[src/rtl/t_countdown8_timer.sv]
// Down-counting timer with parallel load, reload register and optional auto-reload.
// Terminal count is Q=0 with En=1 in RUN; Done pulses for one cycle after it.
//
//   state  | meaning
//   -------+-----------------------------------------------------------
//   S_IDLE | stopped; Q holds its value, waits for Start or Ld
//   S_RUN  | counting down on enabled edges; terminal count at Q=0
//   S_DONE | one-shot count finished; Q stays 0 until Start or Ld
module t_countdown8_timer #(
  parameter int WIDTH = 8
) (
  input  logic             Clk,
  input  logic             Clr,
  input  logic             Ld,
  input  logic [WIDTH-1:0] Ds,
  input  logic             Start,
  input  logic             Stop,
  input  logic             En,
  input  logic             Reload,
  output logic [WIDTH-1:0] Q,
  output logic             Bout,
  output logic             Done,
  output logic             Busy
);

  typedef enum logic [1:0] {
    S_IDLE = 2'd0,
    S_RUN  = 2'd1,
    S_DONE = 2'd2
  } state_t;

  state_t           r_state;
  logic [WIDTH-1:0] r_q;
  logic [WIDTH-1:0] r_reload;
  logic             r_done;

  state_t           w_state_nxt;
  logic [WIDTH-1:0] w_q_nxt;
  logic [WIDTH-1:0] w_reload_nxt;
  logic             w_done_nxt;
  logic             w_tc;

  // Terminal count: an enabled RUN cycle that finds the counter already at zero.
  assign w_tc = (r_state == S_RUN) && En && (r_q == '0);

  // Register update; Clr clears everything immediately, independent of the clock.
  always_ff @(posedge Clk or posedge Clr) begin
    if (Clr) begin
      r_state  <= S_IDLE;
      r_q      <= '0;
      r_reload <= '0;
      r_done   <= 1'b0;
    end else begin
      r_state  <= w_state_nxt;
      r_q      <= w_q_nxt;
      r_reload <= w_reload_nxt;
      r_done   <= w_done_nxt;
    end
  end

  // Next-state decode in priority order: Ld, Stop, Start, then counting.
  always_comb begin
    w_state_nxt  = r_state;
    w_q_nxt      = r_q;
    w_reload_nxt = r_reload;
    w_done_nxt   = 1'b0;
    if (Ld) begin
      w_q_nxt      = Ds;
      w_reload_nxt = Ds;
      w_state_nxt  = S_IDLE;
    end else if (Stop) begin
      w_state_nxt = S_IDLE;
    end else if (Start && (r_state != S_RUN)) begin
      w_state_nxt = S_RUN;
    end else if (w_tc) begin
      w_done_nxt = 1'b1;
      if (Reload) begin
        w_q_nxt = r_reload;
      end else begin
        w_state_nxt = S_DONE;
      end
    end else if ((r_state == S_RUN) && En) begin
      // Only reached with Q non-zero, so the decrement can never wrap.
      w_q_nxt = r_q - WIDTH'(1);
    end
  end

  assign Q    = r_q;
  assign Done = r_done;
  assign Busy = (r_state == S_RUN);
  assign Bout = w_tc;

endmodule

[config.mk]
export PLATFORM = sky130hd
export DESIGN_NAME = t_countdown8_timer
export DESIGN_NICKNAME = d
export VERILOG_FILES = /design/src/rtl/t_countdown8_timer.sv
export SDC_FILE = /design/constraint.sdc
export NUM_CORES = 1
export LEC_CHECK = 0
export CORE_AREA = 2 2 50 52
export CTS_CLUSTER_DIAMETER = 50
export DETAILED_ROUTE_END_ITERATION = 16
export DIE_AREA = 0 0 52 54
export GPL_ROUTABILITY_DRIVEN = 1
export PLACE_DENSITY = 0.79
export SKIP_CTS_REPAIR_TIMING = 1
export SLEW_MARGIN = 15
export SYNTH_ARGS = -nofsm -noshare
export SYNTH_HDL_FRONTEND = slang
export SYNTH_SLANG_ARGS = --single-unit
[constraint.sdc]
create_clock -name Clk -period 2.9 [get_ports Clk]
set_input_delay 0.58 -clock Clk [delete_from_list [all_inputs] [get_ports Clk]]
set_output_delay 0.58 -clock Clk [all_outputs]
set_load 0.01 [all_outputs]
Word-level counts from Yosys, hierarchy flattened

Cells that the tools add are included.
Widths: inputs -> output; s select.

Add/subtract/negate cells: 1
Eq/ne operators: 6
Muxes and demuxes: 15
Reduce and logical (&&, ||, !) cells: 8

Operator list:

| cell                | count |
|---|---|
| $mux 8              | 6 |
| $mux 2              | 5 |
| $logic_not 8->1     | 1 |
| $sub 8x1->8 const B | 1 |
| $mux 1              | 4 |
| $ne 2x2->1 const B  | 2 |
| $ne 4x3->1 const B  | 1 |
| $reduce_and 4->1    | 1 |
| $reduce_bool 4->1   | 1 |
| $logic_and 1x1->1   | 3 |
| $ne 3x3->1 const B  | 1 |
| $reduce_bool 3->1   | 1 |
| $eq 2x1->1 const B  | 1 |
| $ne 2x1->1 const B  | 1 |
| $reduce_and 2->1    | 1 |

Bits in registers: 19
Input bits: 15
Output and inout port bits: 11
Word-level logic and storage cells: 34

Longest topological paths before layout

Gate-level depths: netlist of the first run.

Word-level depth: 7
Mapped depth: 9
Mapped depth without buffers: 8

Least setup slack after synthesis of the first run

OpenSTA, ideal clock, no wires.

Path type: register to output
Start point: reg r_q[2] (netlist: Q[2])
End point: out Bout
Data arrival time: 1,756 ps
Required time: 2,320 ps
Path slack: 564 ps
Cell stages (with the launch flop): 5
Buffers on the path: 1
Path through: dfrtp_1 > or4_4 > or4_4 > buf_6 > inv_1

Cells in the longest elaborated chain, start to end: 2

RTL lines:

| element                  | RTL line | source |
|---|---|---|
| start: declaration       | 33       | `logic [WIDTH-1:0] r_q;` |
| start signal: assignment | 55       | `r_q <= w_q_nxt;` |
| $logic_not 8->1          | 44       | `assign w_tc = (r_state == S_RUN) && En && (r_q == '0);` |
| $logic_and 1x1->1        | 44       |  |
| end: declaration         | 21       | `output logic Bout,` |

Every way passes these cells.

Worst setup path after layout of the first run

Start point: reg r_q[4] (netlist: Q[4])
End point: out Bout

The elaborated chain is that of the path after synthesis.

==> metrics, run 1 <==
critical path depth=4; unrepaired setup endpoints after global routing=false; Worst R2R End=Q[0]$_DFFE_PP0P_; pins over their slew limit=0; Area growth, synth to finish=31.8%; core region area=~2300 um2; DRT Pass-1 Iters=4; Ys Warns=0; maximum buffer depth of the clock tree=2; Detail Route Antenna Nets=0; post-layout worst setup margin=0.249 ns; Finished Core Util=0.599; max-cap violations=0; top area cells in the synthesized netlist=sky130_fd_sc_hd__dfrtp_1 (45%), sky130_fd_sc_hd__inv_1 (4.6%), sky130_fd_sc_hd__nor2_1 (4.6%); cell at the slowest stage of the critical path=sky130_fd_sc_hd__or4_4; final setup violation count=0; cell type contributing the most total cell area after synthesis=sky130_fd_sc_hd__dfrtp_1; count of mapped cells out of synthesis=about 110; fraction of layout instances using a drive strength above 1=0.126; Hold/Removal Path Class=flip-flop to flip-flop; final clock period utilization by the worst path=0.914; overall die area=around 2800 um2; overall routed net length=~2300 um; Register-to-Register Setup Slack=about 0.44 ns; overall track demand over capacity in global routing=0.184; routed wirelength normalized by instance count=13.4 um; cells traversed along the worst timing path=or4_4 -> or4_4 -> inv_1 -> dlymetal6s2s_1; kind of critical path=flip-flop to output pin; Congestion Overflow GR=0; Vias per Instance=5.45; CP startpoint kind=flip-flop; global-route wire length before repair=approximately 3700 um; Async S/R FF share, synth=1.00; sum of net half-perimeters after detailed placement=1660 um; sequential element share of the synthesized area=0.451; required time at the endpoint of the critical path=2.32 ns; Post-synth top flop=sky130_fd_sc_hd__dfrtp_1; number of vias in the routed layout=about 940; startpoint of the worst register-to-register path=Q[0]$_DFFE_PP0P_; std cell rows=18; Port Buffer Count=25; worst clock skew on the final layout=between 0.009 and 0.01 ns; clk sink count=19; via count of the first global-routing pass=897; CTS root buf=sky130_fd_sc_hd__clkbuf_4; antenna fix cells=0; Final Critical Period=~2.7 ns; Most Frequent Cell on Critical Path=sky130_fd_sc_hd__or4_4; Final Net Count=161; pin count of the biggest net entering global routing=24; run status=completed; f_max=377 MHz; cells on worst reg2reg path=8; slew at the pin closest to its max-slew limit=roughly 0.71 ns; leakage power of the design=~0.65 nW; clock transition at the registers of the reported paths=around 0.12 ns; critical path endpoint=Bout; Worst setup EP type=output pin; commonest cells after routing, fill and taps aside=sky130_fd_sc_hd__clkdlybuf4s50_1 (24), sky130_fd_sc_hd__dfrtp_1 (19), sky130_fd_sc_hd__inv_1 (13), sky130_fd_sc_hd__nor2_1 (13); Yosys top cell area share=0.451; first element of the critical path=Q[4]$_DFFE_PP0P_; CTS tree=built; final hold violation count=0; die height=~54 um; gpl congestion=between 0.8 and 0.9; worst slew margin relative to its limit=0.526; clock latency on the worst-skew pair=approximately 0.31 ns; initial antenna violation count=0; Unique masters post-synth=34; number of nets in the synthesized netlist=around 130; syn avg cell area=9.42 um2; Worst path top cell family by delay=simple AND/OR/NAND/NOR gates; count of buffering cells on the critical path with inverters included=2; maximum vdd ir drop=roughly 0.27 mV; Die W=approximately 52 um; Initial Utilization=0.455; CP Data Arrival Time=just over 2 ns; synthesis-stage register bit count=19; DRC violation count after routing=0; I/O pins=26; post-synth design cell area=roughly 1100 um2; fill cell instance count of the final layout=a little over 200; worst slack at placement=around 0.04 ns; Worst Path Max Fanout=5; Sum Neg Setup Slack=0 ns; critical path's largest stage delay=around 0.54 ns; most common cell after layout, fill and taps aside=sky130_fd_sc_hd__clkdlybuf4s50_1; tightest hold margin=0.532 ns; Power per Cell Area=around 460 nW/um2; number of enable-type register cells in the synthesized netlist=0; DRT iter0 DRCs=16; number of clock buffers inserted by TritonCTS=3; depth of the CTS H-tree=1
[worst reg2reg max path: cells and delay by family, from the launching register on]
kind | cells | cell delay [ns]
AND/OR/NAND/NOR | 2 | 0.61
AO/OA/AOI/OAI | 3 | 0.82
adder cells (fa/ha/maj) | 1 | 0.16
buffers and inverters | 2 | 0.31
flip-flops | 1 | 0.46
[per-layer routing]
metal  GRT usage  vias up  wire, um
met1       0.213      445      1030
met2       0.308       25      1090
li1            -      460         -
met5           0        -         0
met4       0.127        0        89
met3      0.0333       13       115
[worst min path at each step]
stage	start	to	slack, ns	cells past startpoint
2_1_floorplan	r_reload[3]$_DFFE_PP0P_	r_reload[3]$_DFFE_PP0P_	0.48	1
3_3_place_gp	r_reload[0]$_DFFE_PP0P_	r_reload[0]$_DFFE_PP0P_	0.50	1
3_5_place_dp	r_reload[0]$_DFFE_PP0P_	r_reload[0]$_DFFE_PP0P_	0.51	1
4_1_cts	r_reload[1]$_DFFE_PP0P_	r_reload[1]$_DFFE_PP0P_	0.53	2
5_1_grt	r_reload[1]$_DFFE_PP0P_	r_reload[1]$_DFFE_PP0P_	0.55	2
6_report	r_reload[0]$_DFFE_PP0P_	r_reload[0]$_DFFE_PP0P_	0.53	1
[layout make-up]
type	count	area, um2	area share
multi-input combinational	75	495	0.356
sequential	19	475	0.342
timing repair buffer	32	305	0.220
inverter	13	48.8	0.0351
tap	30	37.5	0.0270
clock buffer	3	22.5	0.0162
clock inverter	1	5.00	0.00360
[flip-flops by register name, summed over array words and instances (netlist names)]
register / count
Q: 8
r_reload: 8
r_state: 2
Done: 1
[per-stage QoR]
stage          std cells  total power, mW  cell area [um2]
6_report             173            0.637             1390
5_1_grt              173            0.671             1390
3_3_place_gp         167            0.489             1350
2_1_floorplan        112            0.412             1050
3_5_place_dp         167            0.495             1350
4_1_cts              171            0.633             1370
[kinds of logic (layout without fill, tap and decap cells)]
logic type,count (synthesis),count (layout),synth area share
xor+xnor,4,4,0.0332
fa+ha+maj,2,2,0.0237
simple gates,35,35,0.166
flops,19,19,0.451
mux,6,6,0.0605
compound gates,28,28,0.186
buf+inv,18,49,0.0795
[power by group]
part | switching, mW | leakage [nW] | total, mW | internal, mW
combinational | 0.0779 | 0.404 | 0.175 | 0.0975
sequential | 0.0273 | 0.229 | 0.319 | 0.292
clock | 0.0906 | 0.0177 | 0.142 | 0.0516
total | 0.196 | 0.650 | 0.637 | 0.441
[cell usage after synthesis (2+ instances only)]
master and instances:
sky130_fd_sc_hd__o21ai_0 9, sky130_fd_sc_hd__xnor2_1 2, sky130_fd_sc_hd__inv_1 13, sky130_fd_sc_hd__dfrtp_1 19, sky130_fd_sc_hd__mux2_2 3, sky130_fd_sc_hd__nor2_1 13, sky130_fd_sc_hd__nand2b_1 2, sky130_fd_sc_hd__a31oi_1 6
sky130_fd_sc_hd__ha_1 2, sky130_fd_sc_hd__clkbuf_1 2, sky130_fd_sc_hd__a211o_1 3, sky130_fd_sc_hd__or4_4 2, sky130_fd_sc_hd__xor2_1 2, sky130_fd_sc_hd__mux2i_1 3, sky130_fd_sc_hd__nand2_1 9, sky130_fd_sc_hd__nor3_1 3
sky130_fd_sc_hd__buf_6 2
No activity file was read; power rests on OpenSTA's default activity.
==> run 2: changes to the inputs <==
Settings changed: RECOVER_POWER set to 25.
==> run 2 against run 1 <==
  * Clock power about the same
  * Clock-buffer cell count unchanged
  * Sequential power about the same
  * Cell area unchanged
  * Core utilization unchanged
  * Highest routed layer unchanged
  * Cell count unchanged
  * Critical endpoint unchanged
  * Clock skew unchanged
  * Die area unchanged
  * Worst hold slack unchanged
  * Total power about the same
==> metrics, run 2 (same netlist as run 1, synthesis figures left out) <==
cells traversed along the worst timing path=or4_4 -> or4_4 -> inv_1 -> dlymetal6s2s_1; initial antenna violation count=0 (unchanged); Worst setup EP type=output pin; depth of the CTS H-tree=1 (unchanged); Detail Route Antenna Nets=0 (unchanged); power after layout=636 uW (about the same); maximum vdd ir drop=0.271 mV (unchanged); overall die area=2810 um2 (unchanged); clock transition at the registers of the reported paths=0.12 ns (about the same); worst clock skew on the final layout=0.00992 ns (unchanged); cells on worst reg2reg path=8 (unchanged); slew at the pin closest to its max-slew limit=0.711 ns (+0.000178 ns); Port Buffer Count=25 (unchanged); required time at the endpoint of the critical path=2.32 ns (about the same); worst slew margin relative to its limit=0.526 (about the same); Power per Cell Area=458 nW/um2 (about the same); std cell rows=18 (unchanged); global-route wire length before repair=3750 um (unchanged); final hold violation count=0 (unchanged); die height=54 um (unchanged); fraction of layout instances using a drive strength above 1=0.126 (unchanged); maximum buffer depth of the clock tree=2 (unchanged); Die W=52 um (unchanged); CP startpoint kind=flip-flop; pin count of the biggest net entering global routing=24 (unchanged); worst hold path depth=1 (unchanged); leakage power of the design=0.651 nW (about the same); run status=completed; Most Frequent Cell on Critical Path=sky130_fd_sc_hd__or4_4; number of clock buffers inserted by TritonCTS=3 (unchanged); fill cell instance count of the final layout=203 (unchanged); clk sink count=19 (unchanged); Vias per Instance=5.45 (unchanged); footprint of the multi-input gates=495 um2 (unchanged); overall track demand over capacity in global routing=0.184 (unchanged); max-cap violations=0 (unchanged); overall routed net length=2320 um (about the same); tightest hold margin=0.532 ns (unchanged); CTS root buf=sky130_fd_sc_hd__clkbuf_4; DRT iter0 DRCs=16 (unchanged); sequential cell area=475 um2 (unchanged); critical path's largest stage delay=0.54 ns (about the same); number of vias in the routed layout=943 (unchanged); Hold/Removal Path Class=flip-flop to flip-flop; CTS tree=built; most common cell after layout, fill and taps aside=sky130_fd_sc_hd__clkdlybuf4s50_1; antenna fix cells=0 (unchanged); core region area=2320 um2 (unchanged); I/O pins=26 (unchanged); Congestion Overflow GR=0 (unchanged); final setup violation count=0 (unchanged); via count of the first global-routing pass=897 (unchanged); pins over their slew limit=0 (unchanged); sum of net half-perimeters after detailed placement=1660 um (unchanged); Initial Utilization=0.455 (unchanged); cell at the slowest stage of the critical path=sky130_fd_sc_hd__or4_4; Worst Path Max Fanout=5 (unchanged); clock latency on the worst-skew pair=0.31 ns (about the same); final clock period utilization by the worst path=0.914 (unchanged); routed wirelength normalized by instance count=13.4 um (about the same); Final Net Count=161 (unchanged); commonest cells after routing, fill and taps aside=sky130_fd_sc_hd__clkdlybuf4s50_1 (23), sky130_fd_sc_hd__dfrtp_1 (19), sky130_fd_sc_hd__inv_1 (13), sky130_fd_sc_hd__nor2_1 (13); Final Critical Period=2.65 ns (unchanged); unrepaired setup endpoints after global routing=false; f_max=377 MHz (unchanged); CP Data Arrival Time=2.07 ns (about the same); gpl congestion=0.839 (unchanged); Area growth, synth to finish=31.8% (unchanged); DRC violation count after routing=0 (unchanged); DRT Pass-1 Iters=4 (unchanged); kind of critical path=flip-flop to output pin; Finished Core Util=0.599 (unchanged)
## run 2: changes by cell type in the layout (fill, tap and decap cells not counted), sizes merged
cell and delta:
clkdlybuf4s50 -1, dlygate4sd3 +1
## run 2: path summary, 6_finish.rpt
check / end / start / slack (ns)
min in group asynchronous: r_reload[0]$_DFFE_PP0P_ / Clr / 0.80
max in group asynchronous: Q[7]$_DFFE_PP0P_ / Clr / 1.64
worst min-delay path: r_reload[0]$_DFFE_PP0P_ / r_reload[0]$_DFFE_PP0P_ / 0.53
worst max-delay path: Bout / Q[4]$_DFFE_PP0P_ / 0.25
worst max register to register: Q[0]$_DFFE_PP0P_ / Q[0]$_DFFE_PP0P_ / 0.44
worst min register to register: r_reload[0]$_DFFE_PP0P_ / r_reload[0]$_DFFE_PP0P_ / 0.53
## run 2: stage by stage
stage | setup WS (ns) | area [um2] | instances | setup TNS (ns)
after global routing | 0.205 | 1390 | 173 | 0
after detailed placement | 0.0406 | 1350 | 167 | 0
final | 0.249 | 1390 | 173 | 0
after floorplan | 0.564 | 1050 | 112 | 0
after global placement | 0.0357 | 1350 | 167 | 0
after CTS | -0.156 | 1370 | 171 | -0.156
## run 2: area by class of cell
class | count | area share
Multi-Input combinational cell | 75 | 0.356
Sequential cell | 19 | 0.342
Timing Repair Buffer | 32 | 0.220
Inverter | 13 | 0.0351
Tap cell | 30 | 0.0270
Clock buffer | 3 | 0.0162
Clock inverter | 1 | 0.00360
## run 2: report_power, final
part,total [mW],switching [mW],leakage [nW],internal (mW)
Clock,0.142,0.0906,0.0177,0.0516
Combinational,0.175,0.0779,0.404,0.0973
Sequential,0.319,0.0273,0.229,0.292
Total,0.636,0.196,0.651,0.441
## run 2: routing by layer
layer,vias to the layer above,GRT usage,part of all wire
li1,460,-,-
met1,445,0.213,0.44
met5,-,0,0
met4,0,0.127,0.038
met3,13,0.0333,0.050
met2,25,0.308,0.47
## run 2: critical path, delay by kind of cell, from the launching register on
kind,cells,cell delay (ns)
AND/OR/NAND/NOR,2,1.05
flip-flops,1,0.44
buffers and inverters,2,0.27
==> run 3: changes to the inputs <==
Settings changed: CORE_AREA 2 2 50 52 to 2 2 49 51, CTS_BUF_LIST set to sky130_fd_sc_hd__clkbuf_8, DIE_AREA 0 0 52 54 to 0 0 51 53, PLACE_DENSITY 0.79 to 0.82.
==> run 3 against run 2 <==
  * Die area shrank 3.7%
  * Largest power group unchanged
  * Critical endpoint unchanged
  * Fmax grew 2.7%
  * Global-route usage grew 0.56 points
  * Sequential power is essentially flat
  * Cell area shrank 0.45%
  * Sequential share of layout area grew 0.15 points
  * Clock-buffer cell count is the same
==> metrics, run 3 (same netlist as run 1, synthesis figures left out) <==
tightest hold margin=0.519 ns (-0.0134 ns); Post-Layout Inst Area=1380 um2 (-0.45%); CTS tree=built; depth of the CTS H-tree=1 (unchanged); final clock period utilization by the worst path=0.890 (-0.0244); unrepaired setup endpoints after global routing=false; CP Data Arrival Time=2.00 ns (-0.07 ns); initial antenna violation count=0 (unchanged); cells traversed along the worst timing path=or4_4 -> or4_4 -> inv_1 -> dlymetal6s2s_1; required time at the endpoint of the critical path=2.32 ns (about the same); overall routed net length=2260 um (-2.3%); Congestion Overflow GR=0 (unchanged); Worst path top cell family by delay=simple AND/OR/NAND/NOR gates; std cell rows=17 (-1); global-route wire length before repair=3740 um (-0.19%); Most Frequent Cell on Critical Path=sky130_fd_sc_hd__or4_4; Port Buffer Count=25 (unchanged); Worst Path Max Fanout=5 (unchanged); max-cap violations=0 (unchanged); Final Net Count=158 (-1.9%); gpl congestion=0.809 (-3.6%); Die W=51 um (-1.9%); placed standard-cell area=1340 um2 (-0.74%); maximum buffer depth of the clock tree=2 (unchanged); run status=completed; via count of the first global-routing pass=878 (-2.1%); sum of net half-perimeters after detailed placement=1610 um (-3.5%); Power per Cell Area=491 nW/um2 (+7.2%); pin count of the biggest net entering global routing=24 (unchanged); clock latency on the worst-skew pair=0.26 ns (-0.05 ns); Vias per Instance=5.25 (-3.7%); commonest cells after routing, fill and taps aside=sky130_fd_sc_hd__clkdlybuf4s50_1 (23), sky130_fd_sc_hd__dfrtp_1 (19), sky130_fd_sc_hd__inv_1 (13), sky130_fd_sc_hd__nor2_1 (13); leakage power of the design=0.644 nW (-0.99%); I/O pins=26 (unchanged); die height=53 um (-1.9%); worst slew margin relative to its limit=0.513 (-0.0128); most common cell after layout, fill and taps aside=sky130_fd_sc_hd__clkdlybuf4s50_1; overall die area=2700 um2 (-3.7%); CP startpoint kind=flip-flop; number of clock buffers inserted by TritonCTS=3 (unchanged); kind of critical path=flip-flop to output pin; count of buffering cells on the critical path with inverters included=2 (unchanged); pins over their slew limit=0 (unchanged); routed wirelength normalized by instance count=13.5 um (+0.58%); clk sink count=19 (unchanged); final setup violation count=0 (unchanged); Area growth, synth to finish=31.2%; DRT iter0 DRCs=10 (-6); antenna fix cells=0 (unchanged); core region area=2150 um2 (-7.4%); cell at the slowest stage of the critical path=sky130_fd_sc_hd__or4_4; critical path's largest stage delay=0.56 ns (+0.02 ns); overall track demand over capacity in global routing=0.189 (+0.00560); number of vias in the routed layout=882 (-6.5%); DRC violation count after routing=0 (unchanged); f_max=388 MHz (+2.7%); maximum vdd ir drop=0.258 mV (-4.5%); DRT Pass-1 Iters=4 (unchanged); slew at the pin closest to its max-slew limit=0.730 ns (+0.0192 ns); Final Critical Period=2.58 ns (-0.0708 ns); CTS root buf=sky130_fd_sc_hd__clkbuf_8; Initial Utilization=0.491 (+0.0363); final hold violation count=0 (unchanged); worst clock skew on the final layout=0.00627 ns (-0.00366 ns); clock transition at the registers of the reported paths=0.08 ns (-0.04 ns); Worst setup EP type=output pin; Finished Core Util=0.644 (+0.0449); fraction of layout instances using a drive strength above 1=0.107 (-0.0187); Detail Route Antenna Nets=0 (unchanged); Hold/Removal Path Class=flip-flop to flip-flop
==> run 3: cell types whose count changed in the layout (fill, tap and decap cells not counted) <==
cell / delta
sky130_fd_sc_hd__clkbuf_4: -3
sky130_fd_sc_hd__clkbuf_8: +3
sky130_fd_sc_hd__buf_4: -3
==> run 3: routing by layer <==
layer	up-vias	global-route usage	routed length, um
li1	447	-	-
met1	406	0.228	1030
met2	22	0.314	1080
met3	7	0.0367	94
met4	0	0.113	59
met5	-	0	0
==> run 3: layout make-up <==
class                   count  area, um2
clock inverters             1       5.00
flip-flops and latches     19        475
fillers                   176        764
inverters                  13       48.8
clock buffers               3       41.3
well taps                  28       35.0
repair buffers             29        283
multi-input cells          75        495
==> run 3: worst paths after layout <==
kind	startpoint	endpoint	slack [ns]	depth (start not counted)
setup / recovery	Q[3]$_DFFE_PP0P_	Bout	0.32	4
hold / removal	r_reload[3]$_DFFE_PP0P_	r_reload[3]$_DFFE_PP0P_	0.52	1
setup reg to reg	Q[0]$_DFFE_PP0P_	Q[0]$_DFFE_PP0P_	0.45	8
hold reg to reg	r_reload[3]$_DFFE_PP0P_	r_reload[3]$_DFFE_PP0P_	0.52	1
max in group asynchronous	Clr	r_reload[2]$_DFFE_PP0P_	1.56	2
min in group asynchronous	Clr	Done$_DFF_PP0_	0.87	2
==> run 3: per-stage QoR <==
step	instances	TNS (ns)	setup slack, ns	power (mW)
2_1_floorplan	112	0	0.564	0.412
3_3_place_gp	164	0	0.0443	0.488
3_5_place_dp	164	0	0.0147	0.493
5_1_grt	168	0	0.261	0.712
4_1_cts	168	-0.0645	-0.0645	0.681
6_report	168	0	0.320	0.679
==> run 3: report_power, final <==
group	internal (mW)	switching, mW
Sequential	0.292	0.0273
Combinational	0.0926	0.0766
Clock	0.0958	0.0953
Total	0.480	0.199
